**config.mk**
```make
export PLATFORM = sky130hd
export DESIGN_NAME = audio_wb_dma
export DESIGN_NICKNAME = d
export VERILOG_FILES = /design/src/rtl/audio_wb_dma.sv
export SDC_FILE = /design/constraint.sdc
export NUM_CORES = 1
export LEC_CHECK = 0
export ABC_CLOCK_PERIOD_IN_PS = 3360
export BUFFER_PORTS_ARGS = -buffer_cell sky130_fd_sc_hd__buf_2
export CORE_UTILIZATION = 59
export DETAILED_ROUTE_END_ITERATION = 10
export GPL_ROUTABILITY_DRIVEN = 1
export PLACE_DENSITY = 0.95
export SLEW_MARGIN = 25
export SYNTH_ARGS = -nofsm -noshare
export SYNTH_HDL_FRONTEND = slang
export SYNTH_SLANG_ARGS = --single-unit
```
**constraint.sdc**
```tcl
create_clock -name clk -period 3.36 [get_ports clk]
set_clock_uncertainty 0.2 [all_clocks]
set_input_delay 0.168 -clock clk [delete_from_list [all_inputs] [get_ports clk]]
set_output_delay 0.168 -clock clk [all_outputs]
set_load 0.05 [all_outputs]
```
**src/rtl/audio_wb_dma.sv**
```systemverilog
// audio_wb_dma: Wishbone B4 pipelined DMA master moving stereo sample pairs from memory into the audio FIFO registers.
// Ports:
//    clk, rst_n                : clock, synchronous active-low reset
//    start, abort              : transfer control pulses
//    base_addr, sample_count   : first pair address (8-byte aligned internally), pair count
//    fifo_full                 : audio FIFO has no room
//    wb_*                      : Wishbone B4 pipelined master port
//    busy, done, error, remaining : status (done is a pulse, error is sticky)
module audio_wb_dma #(
   parameter logic [31:0] AUDIO_BASE = 32'h0001_0000,
   parameter int          TIMEOUT    = 255
) (
   input  logic        clk,
   input  logic        rst_n,
   input  logic        start,
   input  logic        abort,
   input  logic [31:0] base_addr,
   input  logic [15:0] sample_count,
   input  logic        fifo_full,
   output logic        wb_cyc_o,
   output logic        wb_stb_o,
   output logic        wb_we_o,
   output logic [31:0] wb_adr_o,
   output logic [31:0] wb_dat_o,
   output logic [3:0]  wb_sel_o,
   input  logic [31:0] wb_dat_i,
   input  logic        wb_ack_i,
   input  logic        wb_stall_i,
   output logic        busy,
   output logic        done,
   output logic        error,
   output logic [15:0] remaining
);
   typedef enum logic [2:0] {IDLE, RD_L, RD_R, WAIT_FIFO, WR_L, WR_R} state_t;
   localparam int TW = $clog2(TIMEOUT + 1);
   state_t        r_state;
   logic          r_cyc, r_stb, r_we, r_busy, r_done, r_error, r_issued, r_abort;
   logic [31:0]   r_adr, r_dat, r_addr;
   logic [23:0]   r_left, r_right;
   logic [15:0]   r_rem;
   logic [TW-1:0] r_tmr;
   logic          w_ack, w_accept, w_stop, w_unused;
   logic [31:0]   w_addr0;
   state_t        w_next;
   // {we, adr, dat} of the single request a bus state issues
   function automatic logic [64:0] f_req(input state_t s);
      return (s == RD_L) ? {1'b0, r_addr, 32'h0} :
             (s == RD_R) ? {1'b0, r_addr + 32'd4, 32'h0} :
             (s == WR_L) ? {1'b1, AUDIO_BASE + 32'h10, 8'h00, r_left} :
                           {1'b1, AUDIO_BASE + 32'h14, 8'h80, r_right};
   endfunction
   assign w_ack    = r_cyc & wb_ack_i;
   assign w_accept = r_stb & ~wb_stall_i;
   assign w_stop   = abort | r_abort;
   assign w_addr0  = {base_addr[31:3], 3'b000};
   assign w_unused = ^{wb_dat_i[31:24], base_addr[2:0]};
   assign w_next   = (r_state == RD_L) ? RD_R :
                     (r_state == RD_R) ? WAIT_FIFO :
                     (r_state == WR_L) ? WR_R :
                     (r_rem == 16'd1)  ? IDLE : RD_L;
   always_ff @(posedge clk) begin
      if (!rst_n) begin
         r_state  <= IDLE;
         r_cyc    <= 1'b0;
         r_stb    <= 1'b0;
         r_we     <= 1'b0;
         r_adr    <= 32'h0;
         r_dat    <= 32'h0;
         r_addr   <= 32'h0;
         r_left   <= 24'h0;
         r_right  <= 24'h0;
         r_rem    <= 16'h0;
         r_tmr    <= '0;
         r_busy   <= 1'b0;
         r_done   <= 1'b0;
         r_error  <= 1'b0;
         r_issued <= 1'b0;
         r_abort  <= 1'b0;
      end else begin
         r_done <= 1'b0;
         if (abort && r_busy) r_abort <= 1'b1;
         case (r_state)
            IDLE: begin
               if (start && sample_count == 16'd0) r_done <= 1'b1;
               else if (start) begin
                  r_state  <= RD_L;
                  r_addr   <= w_addr0;
                  r_rem    <= sample_count;
                  r_error  <= 1'b0;
                  r_busy   <= 1'b1;
                  r_abort  <= 1'b0;
                  r_cyc    <= 1'b1;
                  r_stb    <= 1'b1;
                  r_we     <= 1'b0;
                  r_adr    <= w_addr0;
                  r_dat    <= 32'h0;
                  r_issued <= 1'b1;
               end
            end
            WAIT_FIFO: begin
               if (w_stop) begin
                  r_state <= IDLE;
                  r_busy  <= 1'b0;
                  r_abort <= 1'b0;
               end else if (!fifo_full) begin
                  r_state  <= WR_L;
                  r_cyc    <= 1'b1;
                  r_stb    <= 1'b1;
                  {r_we, r_adr, r_dat} <= f_req(WR_L);
                  r_issued <= 1'b1;
               end
            end
            default: begin
               // after an ack the next state is entered with cyc low, giving the mandatory idle cycle
               if (!r_issued) begin
                  r_cyc    <= 1'b1;
                  r_stb    <= 1'b1;
                  {r_we, r_adr, r_dat} <= f_req(r_state);
                  r_issued <= 1'b1;
               end else if (w_ack) begin
                  r_cyc    <= 1'b0;
                  r_stb    <= 1'b0;
                  r_issued <= 1'b0;
                  if (r_state == RD_L) r_left <= wb_dat_i[23:0];
                  if (r_state == RD_R) r_right <= wb_dat_i[23:0];
                  if (r_state == WR_R) begin
                     r_rem  <= r_rem - 16'd1;
                     r_addr <= r_addr + 32'd8;
                  end
                  r_state <= w_stop ? IDLE : w_next;
                  if (w_stop || w_next == IDLE) begin
                     r_busy  <= 1'b0;
                     r_abort <= 1'b0;
                  end
                  r_done <= !w_stop && w_next == IDLE;
               end else if (w_accept) begin
                  r_stb <= 1'b0;
                  r_tmr <= TW'(1);
               end else if (!r_stb && r_tmr == TW'(TIMEOUT)) begin
                  r_cyc    <= 1'b0;
                  r_issued <= 1'b0;
                  r_error  <= 1'b1;
                  r_busy   <= 1'b0;
                  r_abort  <= 1'b0;
                  r_state  <= IDLE;
               end else if (!r_stb) r_tmr <= r_tmr + TW'(1);
            end
         endcase
      end
   end
   assign wb_cyc_o  = r_cyc;
   assign wb_stb_o  = r_stb;
   assign wb_we_o   = r_we;
   assign wb_adr_o  = r_adr;
   assign wb_dat_o  = r_dat;
   assign wb_sel_o  = 4'hF;
   assign busy      = r_busy;
   assign done      = r_done;
   assign error     = r_error;
   assign remaining = r_rem;
endmodule
```
After elaboration in Yosys (flattened, before gate mapping) --
Index checks and enable logic that the tools add are counted. Widths: inputs -> output; s select.
Storage, ports and cells: word-level logic and storage cells 166, output and inout port bits 90, register bits 179, input port bits 87
Operators by class: bitwise logic cells 7, add/subtract/negate cells 4, reductions and logical operators 28, mux-type cells 88, equality and inequality tests 23
Operators by type and width (count):
- $mux 32 | 13
- $pmux 32 s2 | 3
- $mux 65 | 2
- $mux 16 | 5
- $mux 1 | 39
- $mux 3 | 12
- $mux 35 | 1
- $add 32x3->32 const B | 1
- $add 32x4->32 const B | 1
- $pmux 16 s2 | 1
- $mux 8 | 3
- $reduce_and 6->1 | 3
- $eq 16x1->1 const B | 1
- $logic_not 16->1 | 1
- $pmux 1 s2 | 8
- $sub 16x1->16 const B | 1
- $reduce_and 5->1 | 3
- $reduce_and 7->1 | 2
- $ne 2x2->1 const B | 6
- $reduce_and 4->1 | 3
- $ne 5x1->1 const B | 2
- $add 8x1->8 const B | 1
- $eq 8x8->1 const B | 1
- $reduce_bool 2->1 | 4
- 20 further kinds | 33

Logic depth before layout (Yosys ltp) --
word-level depth 11, gate-level depth with buffers 8, depth with buffers taken out 7

Worst setup path before layout --
Ideal clock, no wire load.
path kind reg-to-reg, from register r_rem[0] (netlist: remaining[0]), to register r_rem[14] (netlist: remaining[14]), arrival time 2.014 ns, period minus slack after synthesis 2.285 ns, library setup time 0.070 ns, path buffers 0, setup slack 1.075 ns, required time 3.090 ns, stages on the path, launching flop included 8, cells stage by stage dfxtp_1 > inv_1 > ha_1 > or4b_1 > nor3_2 > nand3_1 > a21o_1 > a21oi_1
On the way: longest elaborated chain between the ends 5
Ends and longest elaborated chain:
- start: declaration | line 40 | logic [15:0] r_rem;
- start signal: assignment | line 88 | r_rem <= sample_count;
- start signal: assignment | line 127 | r_rem <= r_rem - 16'd1;
- $sub 16x1->16 | line 127
- $mux 16 | line 126 | if (r_state == WR_R) begin
- $mux 16 | line 120 | end else if (w_ack) begin
- $mux 16 | line 115 | if (!r_issued) begin
- $pmux 16 s2 | line 82 | case (r_state)
Every way passes these cells. The select of a mux whose other input is x is not followed. A chain may end at the register's enable or synchronous reset.

Final worst setup path --
from register r_state[2], to register r_stb (netlist: wb_stb_o)
On the way: longest elaborated chain between the ends 3, elaborated cells on any way between the ends 9, classes of those cells 6 x eq/ne; 1 x mux; 2 x reduce/logical
Ends and longest elaborated chain:
- start: declaration | line 36 | state_t r_state;
- start signal: assignment | line 130 | r_state <= w_stop ? IDLE : w_next;
- $eq 3x2->1 / $logic_not 3->1 (equally long branches) | line 82
- $ne 5x1->1 (no source line) / $ne 2x2->1 (equally long branches)
- $reduce_and 5->1 (no source line)
- end signal: assignment | line 93 | r_stb <= 1'b1;
- end signal: assignment | line 108 | r_stb <= 1'b1;
- end signal: assignment | line 117 | r_stb <= 1'b1;
- end: declaration | line 37 | logic r_cyc, r_stb, r_we, r_busy, r_done, r_error, r_issued, r_abort;
Several ways; a longest one is shown, not always the timed one.

==> metrics.md <==
| Metric | Value |
|---|---|
| Setup TNS | 0 ns |
| Detail Route Antenna Nets | 0 |
| Die Span X | 118 um |
| Root buffer cell | clkbuf_16 |
| Final Slew Violations | 0 |
| Area growth syn-to-layout | 27.7% |
| Via count | 8905 |
| R2R depth | 7 |
| Avg Inst Size Synth | 7.85 um2 |
| Setup Viol. Count Final | 0 |
| RSZ-0062 raised after global routing | no |
| Worst Path Arrival | 3.31 ns |
| Initial Util | 60.3% |
| Clock buffer depth | 2 |
| Synth area leaders | dfxtp_1, nand2_1, a21oi_1 |
| R2R Setup Slk | 0.22 ns |
| Rows | 42 |
| Final hold violation count | 0 |
| Chip height | 118 um |
| Synth Register Bits | 168 |
| Antenna violations before repair | 1 |
| Post CTS Setup Buffer Count | 0 |
| Yosys warnings | 0 |
| Predominant post-synthesis flop cell | dfxtp_1 |
| Synth Area in Compound Gates | 24.1% |
| Final Wtd Congestion | 0.890 |
| Fmax | 318 MHz |
| Crit-path most repeated cell | a21oi_1 |
| Commonest non-fill, non-tap cell in the layout | nand2_1 |
| Die ar. | 14000 um2 |
| Routed length per instance | 18.1 um |
| Async set or reset register ratio after synthesis | 0% |
| HPWL reported at the end of detailed placement | 13.7 mm |
| CP max FO | 81 |
| Final nets | 1291 |
| Adder-cell area share of the yosys netlist | 0.626% |
| DRT Wirelength | 25.2 mm |
| Hold EP | r_addr[25] |
| Slowest-stage cell, CP | dfxtp_1 |
| Largest delay contributor family on the critical path | buffers and inverters |
| Vias per inst | 6.41 |
| Most frequent cells in the layout | nand2_1, dfxtp_1, buf_2, a21oi_1, nor2_1 |
| Logic pwr share | 28.7% |
| Skew-Pair Late Insertion Delay | 0.43 ns |
| RR Endpoint | wb_stb_o |
| Status | completed |
| Crit path depth | 7 |
| Post-Syn Instances | 1018 |
| CTS Buf Count | 17 |
| Switching share of power | 35.7% |
| Synth Area in XOR/XNOR | 0.767% |
| Total track usage | 35.8% |
| First DRT Iteration DRCs | 1186 |
| Io pins | 177 |
| Hold Crit Start | rst_n |
| Max-cap viol count | 0 |
| Share of the synthesized area in the top cell type | 42.1% |
| Worst hold path depth | 2 |
| Clock slew seen by the registers of the worst setup and hold paths | 0.06 ns |
| Post-Syn Area | 7990 um2 |
| Power Total | 6.38 mW |
| PortBufs | 154 |
| First-pass GRT wire length | 40.7 mm |
| Clk network pwr share | 34.3% |
| P_int | 4.10 mW |
| Post-synthesis mux area share | 0.783% |
| Inst Count DP | 1282 |
| Fraction of layout cells with a size suffix above 1 | 19.0% |
| Worst Hold Class | in -> reg |
| Flop pwr share | 37.0% |
| Slowest stage delay, CP | 0.76 ns |
| Critical path launch point type | flip-flop |
| Relative slew slack | 36.6% |
| CTS tree | done |
| Crit-path cells | or3_1 > buf_4 > o2111a_2 > buf_12 > a21oi_1 > dlygate4sd3_1 > a21oi_1 |
| WP data required | 3.52 ns |
| Number of synthesized flops with an enable pin | 0 |
| Critical path class | reg -> reg |
| Synth Area in Simple Gates | 25.6% |
| Vias in the first global route | 8432 |
| Largest family of logic cells by synthesized area | simple AND/OR/NAND/NOR gates |
| Kind of end point of the critical path | flip-flop |
| DRC viols | 0 |
| Final Cycle Share | 93.6% |
| Sw power | 2.28 mW |
| Fin crit period | 3.14 ns |
| Core area | 13200 um2 |
| Leak pwr | 4.04 nW |
| Largest net degree at the start of global routing | 108 |
| Largest area contributor in the netlist | dfxtp_1 |
| Final std cells w/o fill | 1390 |
| CTS Sinks | 168 |
| Global route overflow | 0 |
| Least-Margin Pin Slew | 0.951 ns |
| Worst reg2reg startpoint | r_state[2] |
| VDD IR max | 0.000366 V |
| DR pass1 iterations | 8 |
| Synth unique cells | 71 |
| Pwr/cell area | 625 nW/um2 |
| Crit path buf inv count | 3 |
| H-tree levels | 4 |
| Post-synthesis sequential area ratio | 42.1% |
[cells in the mapped netlist, types with 4 or more instances]
master / number
o22ai_1: 5
nand4_1: 9
and3_1: 10
nor4_2: 4
ha_1: 4
xnor2_1: 6
o211ai_1: 7
or3_1: 5
buf_1: 6
dfxtp_1: 168
a211oi_1: 4
inv_1: 8
mux2i_1: 4
a21oi_1: 103
a221oi_1: 34
nand3_1: 24
a21o_1: 4
nor3_1: 52
nor4_1: 9
buf_2: 23
a311oi_1: 23
o31a_1: 6
o21ai_0: 35
nor2_1: 101
a31oi_1: 10
o31ai_1: 7
clkbuf_1: 48
buf_4: 16
a22o_1: 5
nand2_1: 200
nor3b_1: 4
o21a_1: 7
nand2b_1: 4
[how the worst max path moves through the flow]
| stage | endpoint | start |
|---|---|---|
| floorplan | remaining[14] | remaining[0] |
| global placement | r_addr[24] | r_state[2] |
| detailed placement | r_addr[26] | r_state[2] |
| CTS | wb_stb_o | r_state[2] |
| global route | wb_stb_o | r_state[2] |
| finish | wb_stb_o | r_state[2] |
[logic make-up (layout without fill, tap and decap cells)]
| group | count (synthesis) | in the layout |
|---|---|---|
| adder cells (fa/ha/maj) | 4 | 4 |
| flip-flops | 168 | 168 |
| buffers and inverters | 102 | 288 |
| multiplexers | 6 | 6 |
| XOR/XNOR | 7 | 7 |
| AND/OR/NAND/NOR | 445 | 445 |
| other | 2 | 12 |
| AO/OA/AOI/OAI | 284 | 284 |
[timing repair]
item | in CTS | in global routing
hold buffers | 75 | 0
hold endpoints to repair | 124 | 0
gates resized for setup | 0 | 0
setup endpoints to repair | 0 | 0
[worst register-to-register path, cell delays in order (launching register included)]
cell and delay (ns):
dfxtp_1 0.76, or3_1 0.24, buf_4 0.43, o2111a_2 0.32, buf_12 0.32, a21oi_1 0.10, dlygate4sd3_1 0.57, a21oi_1 0.14
[power groups by stage]
stage / clock network, mW / registers (mW) / logic [mW]
finish: 2.19 / 2.36 / 1.83
floorplan: 0 / 2.80 / 0.874
CTS: 2.17 / 2.34 / 1.78
global route: 2.26 / 2.38 / 1.95
detailed placement: 0 / 2.39 / 1.70
global placement: 0 / 2.37 / 1.67
[state kept, by name (all words and copies together) (netlist names)]
name       flops
wb_adr_o      31
r_left        24
r_right       24
r_issued       1
busy           1
done           1
error          1
wb_dat_o      25
r_tmr          8
r_addr        29
remaining     16
wb_we_o        1
wb_stb_o       1
r_state        3
wb_cyc_o       1
r_abort        1
[metrics by stage]
stage | worst slack [ns] | hold WS (ns) | cell area [um2] | util, %
floorplan | 1.08 | 0.104 | 8020 | -
global placement | 0.671 | 0.220 | 8780 | 66.3
detailed placement | 0.588 | 0.225 | 8780 | 66.3
CTS | 0.294 | 0.0115 | 10200 | 77.0
global route | 0.0787 | 0.0339 | 10200 | 77.1
finish | 0.216 | 0.0356 | 10200 | 77.1
[layer usage]
metal / GRT usage (%) / part of all wire (%) / vias to the layer above / wire (um)
met5: 0 / 0 / - / 0
met4: 22.0 / 5.8 / 0 / 1470
met3: 7.43 / 9.1 / 164 / 2280
met2: 59.4 / 47 / 648 / 12000
met1: 42.6 / 38 / 4070 / 9490
li1: - / - / 4023 / -
[final cells by class]
type / instances / area (um2)
antenna: 1 / 2.50
clock buffer: 23 / 508
clock inverter: 9 / 159
fill: 827 / 3040
inverter: 8 / 32.5
multi-input combinational: 757 / 4230
sequential: 168 / 3360
tap: 176 / 220
timing repair buffer: 248 / 1690
(Power assumes the default switching activity.)
